### config.mk
export PLATFORM = sky130hd
export DESIGN_NAME = seven_seg_scan_controller
export DESIGN_NICKNAME = d
export VERILOG_FILES = /design/src/rtl/seven_seg_scan_controller.sv
export SDC_FILE = /design/constraint.sdc
export NUM_CORES = 1
export LEC_CHECK = 0
export ABC_AREA = 1
export ABC_CLOCK_PERIOD_IN_PS = 6700
export BUFFER_PORTS_ARGS = -buffer_cell sky130_fd_sc_hd__buf_2
export CORE_MARGIN = 2
export CORE_UTILIZATION = 63
export DETAILED_ROUTE_END_ITERATION = 6
export HOLD_SLACK_MARGIN = 0.08
export PLACE_DENSITY = 0.91
export REMOVE_ABC_BUFFERS = 1
export SETUP_SLACK_MARGIN = 0.3
export SLEW_MARGIN = 20
export SYNTH_ARGS = -nofsm -noshare
export SYNTH_HDL_FRONTEND = slang
export SYNTH_SLANG_ARGS = --single-unit
### constraint.sdc
create_clock -name CLK -period 6.7 [get_ports CLK]
set_input_delay 0.335 -clock CLK [delete_from_list [all_inputs] [get_ports CLK]]
set_output_delay 0.335 -clock CLK [all_outputs]
set_load 0.01 [all_outputs]
### src/rtl/seven_seg_scan_controller.sv
// Multiplexed seven-segment scan controller: BLANK/DWELL digit scan, frame-aligned load.
// Ports: CLK, RESET (async high), VALUE_IN/LOAD/READY, DISPLAY, ANODE, FRAME_DONE.
// Option: define LEADING_ZERO_BLANK_EN to darken leading-zero digits (digit 0 always lit).
module seven_seg_scan_controller #(
  parameter int DIGITS       = 4,
  parameter int DWELL_CYCLES = 50000,
  parameter int BLANK_CYCLES = 500
) (
  input  logic                  CLK,
  input  logic                  RESET,
  input  logic [4*DIGITS-1:0]   VALUE_IN,
  input  logic                  LOAD,
  output logic                  READY,
  output logic [6:0]            DISPLAY,
  output logic [DIGITS-1:0]     ANODE,
  output logic                  FRAME_DONE
);

  localparam int CMAX = (DWELL_CYCLES > BLANK_CYCLES) ?
                        DWELL_CYCLES : BLANK_CYCLES;
  localparam int CW   = (CMAX > 1) ? $clog2(CMAX) : 1;
  localparam int IW   = (DIGITS > 1) ? $clog2(DIGITS) : 1;

  localparam logic [CW-1:0] DW_LAST  = CW'(DWELL_CYCLES - 1);
  localparam logic [CW-1:0] BL_LAST  =
    CW'((BLANK_CYCLES > 0) ? BLANK_CYCLES - 1 : 0);
  localparam logic [IW-1:0] LAST_IDX = IW'(DIGITS - 1);

  typedef enum logic {
    BLANK = 1'b0,
    DWELL = 1'b1
  } state_e;

  state_e              state_q, state_d;
  logic [CW-1:0]       cnt_q, cnt_d;
  logic [IW-1:0]       idx_q, idx_d;
  logic [4*DIGITS-1:0] shown_q, shown_d;
  logic [4*DIGITS-1:0] pval_q, pval_d;
  logic                pend_q, pend_d;
  logic                ready_q, ready_d;
  logic                fdone_q, fdone_d;
  logic [6:0]          disp_q, disp_d;
  logic [DIGITS-1:0]   anode_q, anode_d;

  logic                commit;
  logic                accept;
  logic                lit;
  logic                sel_lz;
  logic [3:0]          nib;
`ifdef LEADING_ZERO_BLANK_EN
  logic                zacc;
`endif

  function automatic logic [6:0] seg(input logic [3:0] n);
    logic [6:0] s;
    case (n)
      4'h0:    s = 7'h40;
      4'h1:    s = 7'h79;
      4'h2:    s = 7'h24;
      4'h3:    s = 7'h30;
      4'h4:    s = 7'h19;
      4'h5:    s = 7'h12;
      4'h6:    s = 7'h02;
      4'h7:    s = 7'h78;
      4'h8:    s = 7'h00;
      4'h9:    s = 7'h10;
      4'hA:    s = 7'h08;
      4'hB:    s = 7'h03;
      4'hC:    s = 7'h46;
      4'hD:    s = 7'h21;
      4'hE:    s = 7'h06;
      default: s = 7'h0E;
    endcase
    return s;
  endfunction

  // Scan sequencer
  always_comb begin
    state_d = state_q;
    cnt_d   = cnt_q;
    idx_d   = idx_q;
    unique case (state_q)
      BLANK: begin
        if (cnt_q == BL_LAST) begin
          state_d = DWELL;
          cnt_d   = '0;
        end else begin
          cnt_d = cnt_q + 1'b1;
        end
      end
      DWELL: begin
        if (cnt_q == DW_LAST) begin
          cnt_d   = '0;
          idx_d   = (idx_q == LAST_IDX) ? '0 : idx_q + 1'b1;
          state_d = (BLANK_CYCLES == 0) ? DWELL : BLANK;
        end else begin
          cnt_d = cnt_q + 1'b1;
        end
      end
      default: begin
        state_d = BLANK;
        cnt_d   = '0;
      end
    endcase
  end

  // Load handshake; commit only on the edge that ends the frame,
  // so the new value first appears on digit 0 of the next frame.
  always_comb begin
    commit  = fdone_q && pend_q;
    accept  = LOAD && ready_q;
    shown_d = commit ? pval_q : shown_q;
    pval_d  = accept ? VALUE_IN : pval_q;
    pend_d  = commit ? 1'b0 : (accept ? 1'b1 : pend_q);
    ready_d = !pend_d;
  end

  // Outputs are registered from next-state so they line up with it.
  always_comb begin
    nib     = 4'h0;
    sel_lz  = 1'b0;
    anode_d = '1;
`ifdef LEADING_ZERO_BLANK_EN
    zacc = 1'b1;
    for (int k = DIGITS - 1; k >= 0; k--) begin
      zacc = zacc & (shown_d[4*k +: 4] == 4'h0);
      if (idx_d == IW'(k)) begin
        nib    = shown_d[4*k +: 4];
        sel_lz = zacc && (k != 0);
      end
    end
`else
    for (int k = 0; k < DIGITS; k++) begin
      if (idx_d == IW'(k)) begin
        nib = shown_d[4*k +: 4];
      end
    end
`endif
    lit = (state_d == DWELL) && !sel_lz;
    for (int k = 0; k < DIGITS; k++) begin
      anode_d[k] = !(lit && (idx_d == IW'(k)));
    end
    disp_d  = lit ? seg(nib) : 7'h7F;
    fdone_d = (state_d == DWELL) && (cnt_d == DW_LAST) &&
              (idx_d == LAST_IDX);
  end

  always_ff @(posedge CLK or posedge RESET) begin
    if (RESET) begin
      state_q <= BLANK;
      cnt_q   <= '0;
      idx_q   <= '0;
      shown_q <= '0;
      pval_q  <= '0;
      pend_q  <= 1'b0;
      ready_q <= 1'b1;
      fdone_q <= 1'b0;
      disp_q  <= 7'h7F;
      anode_q <= '1;
    end else begin
      state_q <= state_d;
      cnt_q   <= cnt_d;
      idx_q   <= idx_d;
      shown_q <= shown_d;
      pval_q  <= pval_d;
      pend_q  <= pend_d;
      ready_q <= ready_d;
      fdone_q <= fdone_d;
      disp_q  <= disp_d;
      anode_q <= anode_d;
    end
  end

  assign READY      = ready_q;
  assign FRAME_DONE = fdone_q;
  assign DISPLAY    = disp_q;
  assign ANODE      = anode_q;

endmodule

==> qor.log, run 1 <==
INFO  status         run_status=finished, final reports clean
INFO  layout         ff_latch_area=1640um^2
INFO  global_route   grt_first_pass_wirelength=12100um
INFO  setup_path     critPathCapture=DISPLAY[0]$_DFF_PP1_
INFO  layout         nFillCells=396
INFO  logic_synthesis synth.cell_area=3300um^2
INFO  hold_path      min_path_type=input pin to asynchronous set/reset pin
INFO  clocking       tritoncts=done
INFO  detailed_routing vias=2631
INFO  global_route   antenna_violations_before_repair=0
INFO  die            die_width=76.3um
INFO  power          power_leakage=0.00199uW
INFO  power          peakVddDrop=178uV
INFO  logic_synthesis syn-mean-instance-area=8.67um^2
INFO  setup_path     critical_path_class=flip-flop to flip-flop
INFO  logic_synthesis synth-seq-cells=65
INFO  timing         layout_min_cycle_time=2.81ns
INFO  clocking       post_cts.resized_instances=0
INFO  timing         worst_slew_margin_rel=0.470
INFO  timing         setup-violations-final=0
INFO  global_route   grt_remaining_overflow=0
INFO  setup_path     endpoint_kind=flip-flop
INFO  clocking       ctsHoldBuffers=0
INFO  die            start_util=0.649
INFO  layout         final_net_count=444
INFO  clocking       clkSlewWorstSetupHoldPaths=0.07ns
INFO  setup_path     required_time_of_the_worst_setup_path=6.96ns
INFO  clocking       clock-sinks=65
INFO  setup_path     r2r_start=pend_q$_DFF_PP0_
INFO  layout         multiInputGateArea=1430um^2
INFO  detailed_routing first_iter_violations=151
INFO  place          gp_congestion=0.926
INFO  place          numPortBuffers=31
INFO  layout         antenna_cells_inserted=0
INFO  timing         maxSlewViolCount=0
INFO  setup_path     startpoint_type=flip-flop
INFO  detailed_routing post_detailed_route_wirelength_per_cell=14.0um
INFO  global_route   grt_use_total=0.265
INFO  logic_synthesis most_repeated_cell_in_the_gate_level_netlist_after_synthesis=sky130_fd_sc_hd__nand2_1
INFO  die            boundaryPins=32
INFO  layout         area_delta_synth_final=12.2%
INFO  logic_synthesis synth_warnings=0
INFO  logic_synthesis synth_cell_type_count=34
INFO  setup_path     slowest_delay=0.39ns
INFO  detailed_routing drc=0
INFO  setup_path     critPathLaunch=pend_q$_DFF_PP0_
INFO  setup_path     reg2reg_setup_slack=3.89ns
INFO  timing         worst-slew-pin-transition=0.796ns
INFO  setup_path     critical-path-top-cell-by-count=sky130_fd_sc_hd__nand3_1
INFO  timing         grt_setup_unrepaired=no
INFO  setup_path     rr_endpoint=DISPLAY[0]$_DFF_PP1_
INFO  layout         layout-drive-gt1-share=0.275
INFO  logic_synthesis post-synth-top-area-cell=sky130_fd_sc_hd__dfrtp_1
INFO  clocking       clock_tree_buf_depth=2
INFO  setup_path     worstPathArrival=3.07ns
INFO  clocking       cts-buffers-inserted=9
INFO  die            area_of_the_die=5830um^2
INFO  logic_synthesis cell_types_occupying_the_most_area_after_synthesis=sky130_fd_sc_hd__dfrtp_1 (40%), sky130_fd_sc_hd__nand2_1 (11%), sky130_fd_sc_hd__dfstp_2 (9.6%)
INFO  clocking       clock_insertion_delay_worst_skew=0.35ns
INFO  logic_synthesis synth-edff-count=0
INFO  timing         clock_skew=0.00526ns
INFO  flow_run       drv.max_cap_violation_count=0
INFO  timing         setup-tns-final=0ns
INFO  logic_synthesis syn_inst=380
INFO  detailed_routing drtAntennaViolNets=0
INFO  logic_synthesis synth.top_cells.by_count=sky130_fd_sc_hd__nand2_1 (96), sky130_fd_sc_hd__dfrtp_1 (53), sky130_fd_sc_hd__inv_1 (47)
INFO  place          placedCellCount=476
INFO  logic_synthesis synth.yosys.seq_area_share=0.498
INFO  logic_synthesis synthFlopType=sky130_fd_sc_hd__dfrtp_1
INFO  clocking       htree_levels=3
INFO  setup_path     cp_max_fo=17
INFO  layout         layoutNonFillerInstCount=492
INFO  setup_path     r2r.worst_path.cells=14
INFO  detailed_routing finalWirelength=6900um
INFO  die            num_rows=26
INFO  timing         timing.final.crit_share=0.419
INFO  clocking       cts_setup_buffers=0
INFO  die            core_region_area=5070um^2
INFO  clocking       clock_tree.root_cell=sky130_fd_sc_hd__clkbuf_8
INFO  setup_path     critical_path.cell_chain=nand2_1, inv_1, or2_2, o21ai_0, nand3_1, nand2_1, nand2_1, nand2_2, clkinv_1, ha_1, inv_1, nand3_1, nand3_1, nand3_1
INFO  place          detailedPlacementHpwl=4840um
INFO  detailed_routing length_of_the_first_detailed_routing_pass_in_iterations=4
INFO  logic_synthesis synth.top_cell.area_share=0.402
INFO  logic_synthesis async_reset_ff_frac=1.00
INFO  timing         max_freq=0.356GHz
INFO  timing         timing_hold_violations_final=0
INFO  global_route   first_global_vias=2645
INFO  power          cellPowerDensity=190nW/um^2
INFO  detailed_routing via_per_inst=5.35
INFO  global_route   grt_max_degree=66
INFO  die            dieHeight=76.3um
INFO  setup_path     slowest_stage=sky130_fd_sc_hd__dfrtp_1
## placed cells by master, fill, tap and decap left out, drive strengths merged
master,Yosys,layout
nand3,41,41
nor3,6,6
dfstp,12,12
o21a,1,1
or2,7,7
inv,50,50
buf,3,32
xor2,7,7
nor2,41,41
nor4,1,1
dfrtp,53,53
nand3b,1,1
mux2,16,16
o21bai,1,1
ha,8,8
clkbuf,3,10
clkinv,1,3
xnor2,1,1
nand2,106,106
a21oi,3,3
nand4,7,7
clkinvlp,0,4
a31oi,1,1
o21ai,10,10
## worst min path at each step
| stage | from | cells past startpoint | slack [ns] | end |
|---|---|---|---|---|
| final | RESET | 3 | 0.20 | pval_q[5]$_DFFE_PP0P_ |
| after global routing | VALUE_IN[10] | 2 | 0.20 | pval_q[10]$_DFFE_PP0P_ |
| after CTS | VALUE_IN[10] | 2 | 0.21 | pval_q[10]$_DFFE_PP0P_ |
| after detailed placement | shown_q[0]$_DFF_PP0_ | 2 | 0.47 | shown_q[0]$_DFF_PP0_ |
| after global placement | shown_q[6]$_DFF_PP0_ | 2 | 0.47 | shown_q[6]$_DFF_PP0_ |
| after floorplan | shown_q[11]$_DFF_PP0_ | 2 | 0.44 | shown_q[11]$_DFF_PP0_ |
## state kept, by name, indices dropped and copies added, names as in the netlist
signal	count
ANODE	4
pval_q	16
idx_q	2
FRAME_DONE	1
shown_q	16
state_q	1
pend_q	1
READY	1
DISPLAY	7
cnt_q	16
## logic make-up after synthesis
group | share of synthesized area
AND/OR/NAND/NOR | 0.301
flip-flops | 0.498
buffers and inverters | 0.0672
AO/OA/AOI/OAI | 0.0273
multiplexers | 0.0547
XOR/XNOR | 0.0213
adder cells (fa/ha/maj) | 0.0304
## area by class of cell
cell class,count,area share
Multi-Input combinational cell,258,0.387
Inverter,51,0.0518
Tap cell,70,0.0237
Clock buffer,10,0.0372
Sequential cell,65,0.444
Clock inverter,6,0.0118
Timing Repair Buffer,32,0.0440
## metal layers
| layer | GRT usage | part of all wire |
|---|---|---|
| met4 | 0.116 | 0.030 |
| met5 | 0 | 0 |
| met3 | 0.0794 | 0.048 |
| met1 | 0.325 | 0.42 |
| met2 | 0.436 | 0.50 |
## through the flow
stage               total power, uW  setup WS [ns]  instance area [um^2]   util  hold slack, ns
detailed placement              413           3.97                  3520  0.693           0.475
floorplan                       406           4.35                  3270      -           0.445
finish                          704           3.89                  3700  0.729           0.200
CTS                             709           3.92                  3700  0.729           0.206
global route                    728           3.57                  3700  0.729           0.195
global placement                412           4.13                  3520  0.693           0.470
## power by group
part | internal [uW] | leakage [uW] | switching [uW]
Sequential | 393 | 0.000847 | 0
Combinational | 4.15 | 0.00106 | 8.94
Clock | 144 | 0.0000805 | 155
## worst max-delay path: cells and delay by family (launching register included)
| kind | cells | cell delay [ns] |
|---|---|---|
| AOI/OAI and AO/OA | 1 | 0.12 |
| adders and majority gates | 1 | 0.26 |
| buffers and inverters | 3 | 0.62 |
| DFF | 1 | 0.39 |
| and+or+nand+nor | 9 | 1.34 |
(Power assumes the default switching activity.)
==> run 2, diff against run 1 <==
- ABC_CLOCK_PERIOD_IN_PS: 6700 -> 2400
- CORE_UTILIZATION: 63 -> 53
- PLACE_DENSITY: 0.91 -> 0.82
- clock period: 6.7 -> 2.4 ns (I/O delays scaled with it)
==> qor.log, run 2 (same netlist as run 1, synthesis figures left out) <==
INFO  status         run_status=finished, final reports clean
INFO  global_route   grt_remaining_overflow=0
INFO  detailed_routing first_iter_violations=267
INFO  place          gp_congestion=0.885
INFO  die            core_region_area=5960um^2
INFO  layout         area_delta_synth_final=35.6%
INFO  layout         fin_area=4470um^2
INFO  setup_path     critical_path_class=flip-flop to flip-flop
INFO  power          peakVddDrop=426uV
INFO  detailed_routing length_of_the_first_detailed_routing_pass_in_iterations=4
INFO  detailed_routing post_detailed_route_wirelength_per_cell=15.6um
INFO  timing         setup-tns-final=0ns
INFO  clocking       clock_tree_buf_depth=2
INFO  clocking       clock_tree.root_cell=sky130_fd_sc_hd__clkbuf_8
INFO  layout         mostFrequentLayoutCell=sky130_fd_sc_hd__nand2_1
INFO  timing         clock_skew=0.00788ns
INFO  timing         grt_setup_unrepaired=yes
INFO  setup_path     cp_max_fo=6
INFO  timing         setup-violations-final=0
INFO  layout         utilization=0.750
INFO  timing         timing_hold_violations_final=0
INFO  timing         maxSlewViolCount=0
INFO  global_route   grt_use_total=0.232
INFO  timing         worst-slew-pin-transition=0.695ns
INFO  layout         antenna_cells_inserted=0
INFO  clocking       clkSlewWorstSetupHoldPaths=0.07ns
INFO  detailed_routing via_per_inst=5.45
INFO  power          cellPowerDensity=444nW/um^2
INFO  timing         layout_min_cycle_time=2.39ns
INFO  global_route   grt_first_pass_wirelength=13000um
INFO  place          numPortBuffers=31
INFO  detailed_routing drc=0
INFO  global_route   grt_max_degree=25
INFO  detailed_routing vias=2973
INFO  layout         largestRegisters=cnt_q (16), pval_q (16), shown_q (16)
INFO  detailed_routing drtAntennaViolNets=0
INFO  layout         nFillCells=372
INFO  global_route   antenna_violations_before_repair=0
INFO  place          detailed_place.area=3600um^2
INFO  hold_path      min_path_type=input pin to asynchronous set/reset pin
INFO  setup_path     startpoint_type=flip-flop
INFO  timing         worst_slew_margin_rel=0.535
INFO  layout         final_cell_mix=sky130_fd_sc_hd__nand2_1 (81), sky130_fd_sc_hd__dfrtp_1 (53), sky130_fd_sc_hd__inv_1 (42)
INFO  timing         timing.final.crit_share=0.996
INFO  clocking       clock_insertion_delay_worst_skew=0.35ns
INFO  place          placedCellCount=491
INFO  power          power_leakage=0.00227uW
INFO  die            start_util=0.553
INFO  die            die_width=82.9um
INFO  die            dieHeight=82.9um
INFO  setup_path     endpoint_kind=flip-flop
INFO  layout         multiInputGateArea=1770um^2
INFO  flow_run       drv.max_cap_violation_count=0
INFO  place          detailedPlacementHpwl=4840um
INFO  clocking       cts-buffers-inserted=9
INFO  die            num_rows=28
INFO  layout         ff_latch_area=1640um^2
INFO  setup_path     worstPathArrival=2.67ns
INFO  die            boundaryPins=32
INFO  detailed_routing finalWirelength=8510um
INFO  layout         layoutNonFillerInstCount=546
INFO  clocking       htree_levels=3
INFO  setup_path     required_time_of_the_worst_setup_path=2.68ns
INFO  die            area_of_the_die=6860um^2
INFO  layout         layout-drive-gt1-share=0.399
INFO  global_route   first_global_vias=2891
INFO  layout         final_net_count=493
INFO  timing         max_freq=0.418GHz
INFO  clocking       tritoncts=done
INFO  clocking       clock-sinks=65
## run 2: cell types whose count changed in the layout (fill, tap and decap cells not counted), sizes merged
cell	change
clkbuf	+1
clkinv	+1
dlygate4sd3	+17
nand2	+1
clkinvlp	-2
buf	+31
## run 2: per-layer routing
layer / wire length [um] / track usage
met1: 3360 / 0.287
met2: 4400 / 0.383
met4: 289 / 0.0984
met3: 457 / 0.0616
met5: 0 / 0
## run 2: area by class of cell
cell class | instances | share of cell area
Tap cell | 75 | 0.0210
Sequential cell | 65 | 0.367
Clock inverter | 5 | 0.00700
Timing Repair Buffer | 80 | 0.130
Clock buffer | 11 | 0.0316
Multi-Input combinational cell | 259 | 0.396
Inverter | 51 | 0.0470
## run 2: repair_timing
| item | 4_1_cts | 5_1_grt |
|---|---|---|
| gates resized for setup | 30 | 47 |
| pin swaps | 16 | 38 |
| hold buffers | 17 | 0 |
| gates cloned | 0 | 1 |
| setup buffers | 14 | 7 |
| hold endpoints to repair | 34 | 0 |
| endpoints found under the setup margin | 7 | 8 |
## run 2: power breakdown
| group | leakage (uW) | internal, uW | switching, uW |
|---|---|---|---|
| Combinational | 0.00133 | 30.6 | 28.7 |
| Clock | 0.0000891 | 399 | 430 |
| Sequential | 0.000847 | 1100 | 0 |
## run 2: path summary, 6_finish.rpt
kind | to | depth (start not counted) | slack (ns) | from
setup / recovery | DISPLAY[0]$_DFF_PP1_ | 15 | 0.01 | cnt_q[13]$_DFF_PP0_
hold / removal | pend_q$_DFF_PP0_ | 3 | 0.30 | RESET
setup reg to reg | DISPLAY[0]$_DFF_PP1_ | 15 | 0.01 | cnt_q[13]$_DFF_PP0_
hold reg to reg | shown_q[7]$_DFF_PP0_ | 2 | 0.49 | shown_q[7]$_DFF_PP0_
max in group asynchronous | DISPLAY[6]$_DFF_PP1_ | 4 | 1.38 | RESET
min in group CLK | shown_q[7]$_DFF_PP0_ | 2 | 0.49 | shown_q[7]$_DFF_PP0_
## run 2: through the flow
stage	power, uW	setup WS [ns]	hold WS (ns)
2_1_floorplan	1130	0.0522	0.271
3_3_place_gp	1150	0.120	0.133
3_5_place_dp	1150	0.00692	0.132
4_1_cts	1990	0.236	0.305
5_1_grt	2050	-0.0636	0.366
6_report	1980	0.00986	0.299
## run 2: critical path: stages (launching register included)
cell and delay (ns):
sky130_fd_sc_hd__dfrtp_1 0.42, sky130_fd_sc_hd__nor2_2 0.17, sky130_fd_sc_hd__nand2_2 0.13, sky130_fd_sc_hd__nor2_4 0.17
sky130_fd_sc_hd__nand4_1 0.29, sky130_fd_sc_hd__nand2_8 0.21, sky130_fd_sc_hd__nor2_4 0.07, sky130_fd_sc_hd__nand2_2 0.06
sky130_fd_sc_hd__nand3_2 0.10, sky130_fd_sc_hd__nand2_4 0.16, sky130_fd_sc_hd__inv_6 0.06, sky130_fd_sc_hd__ha_4 0.17
sky130_fd_sc_hd__inv_1 0.06, sky130_fd_sc_hd__nand2_1 0.08, sky130_fd_sc_hd__nand3_2 0.08, sky130_fd_sc_hd__nand3_1 0.07
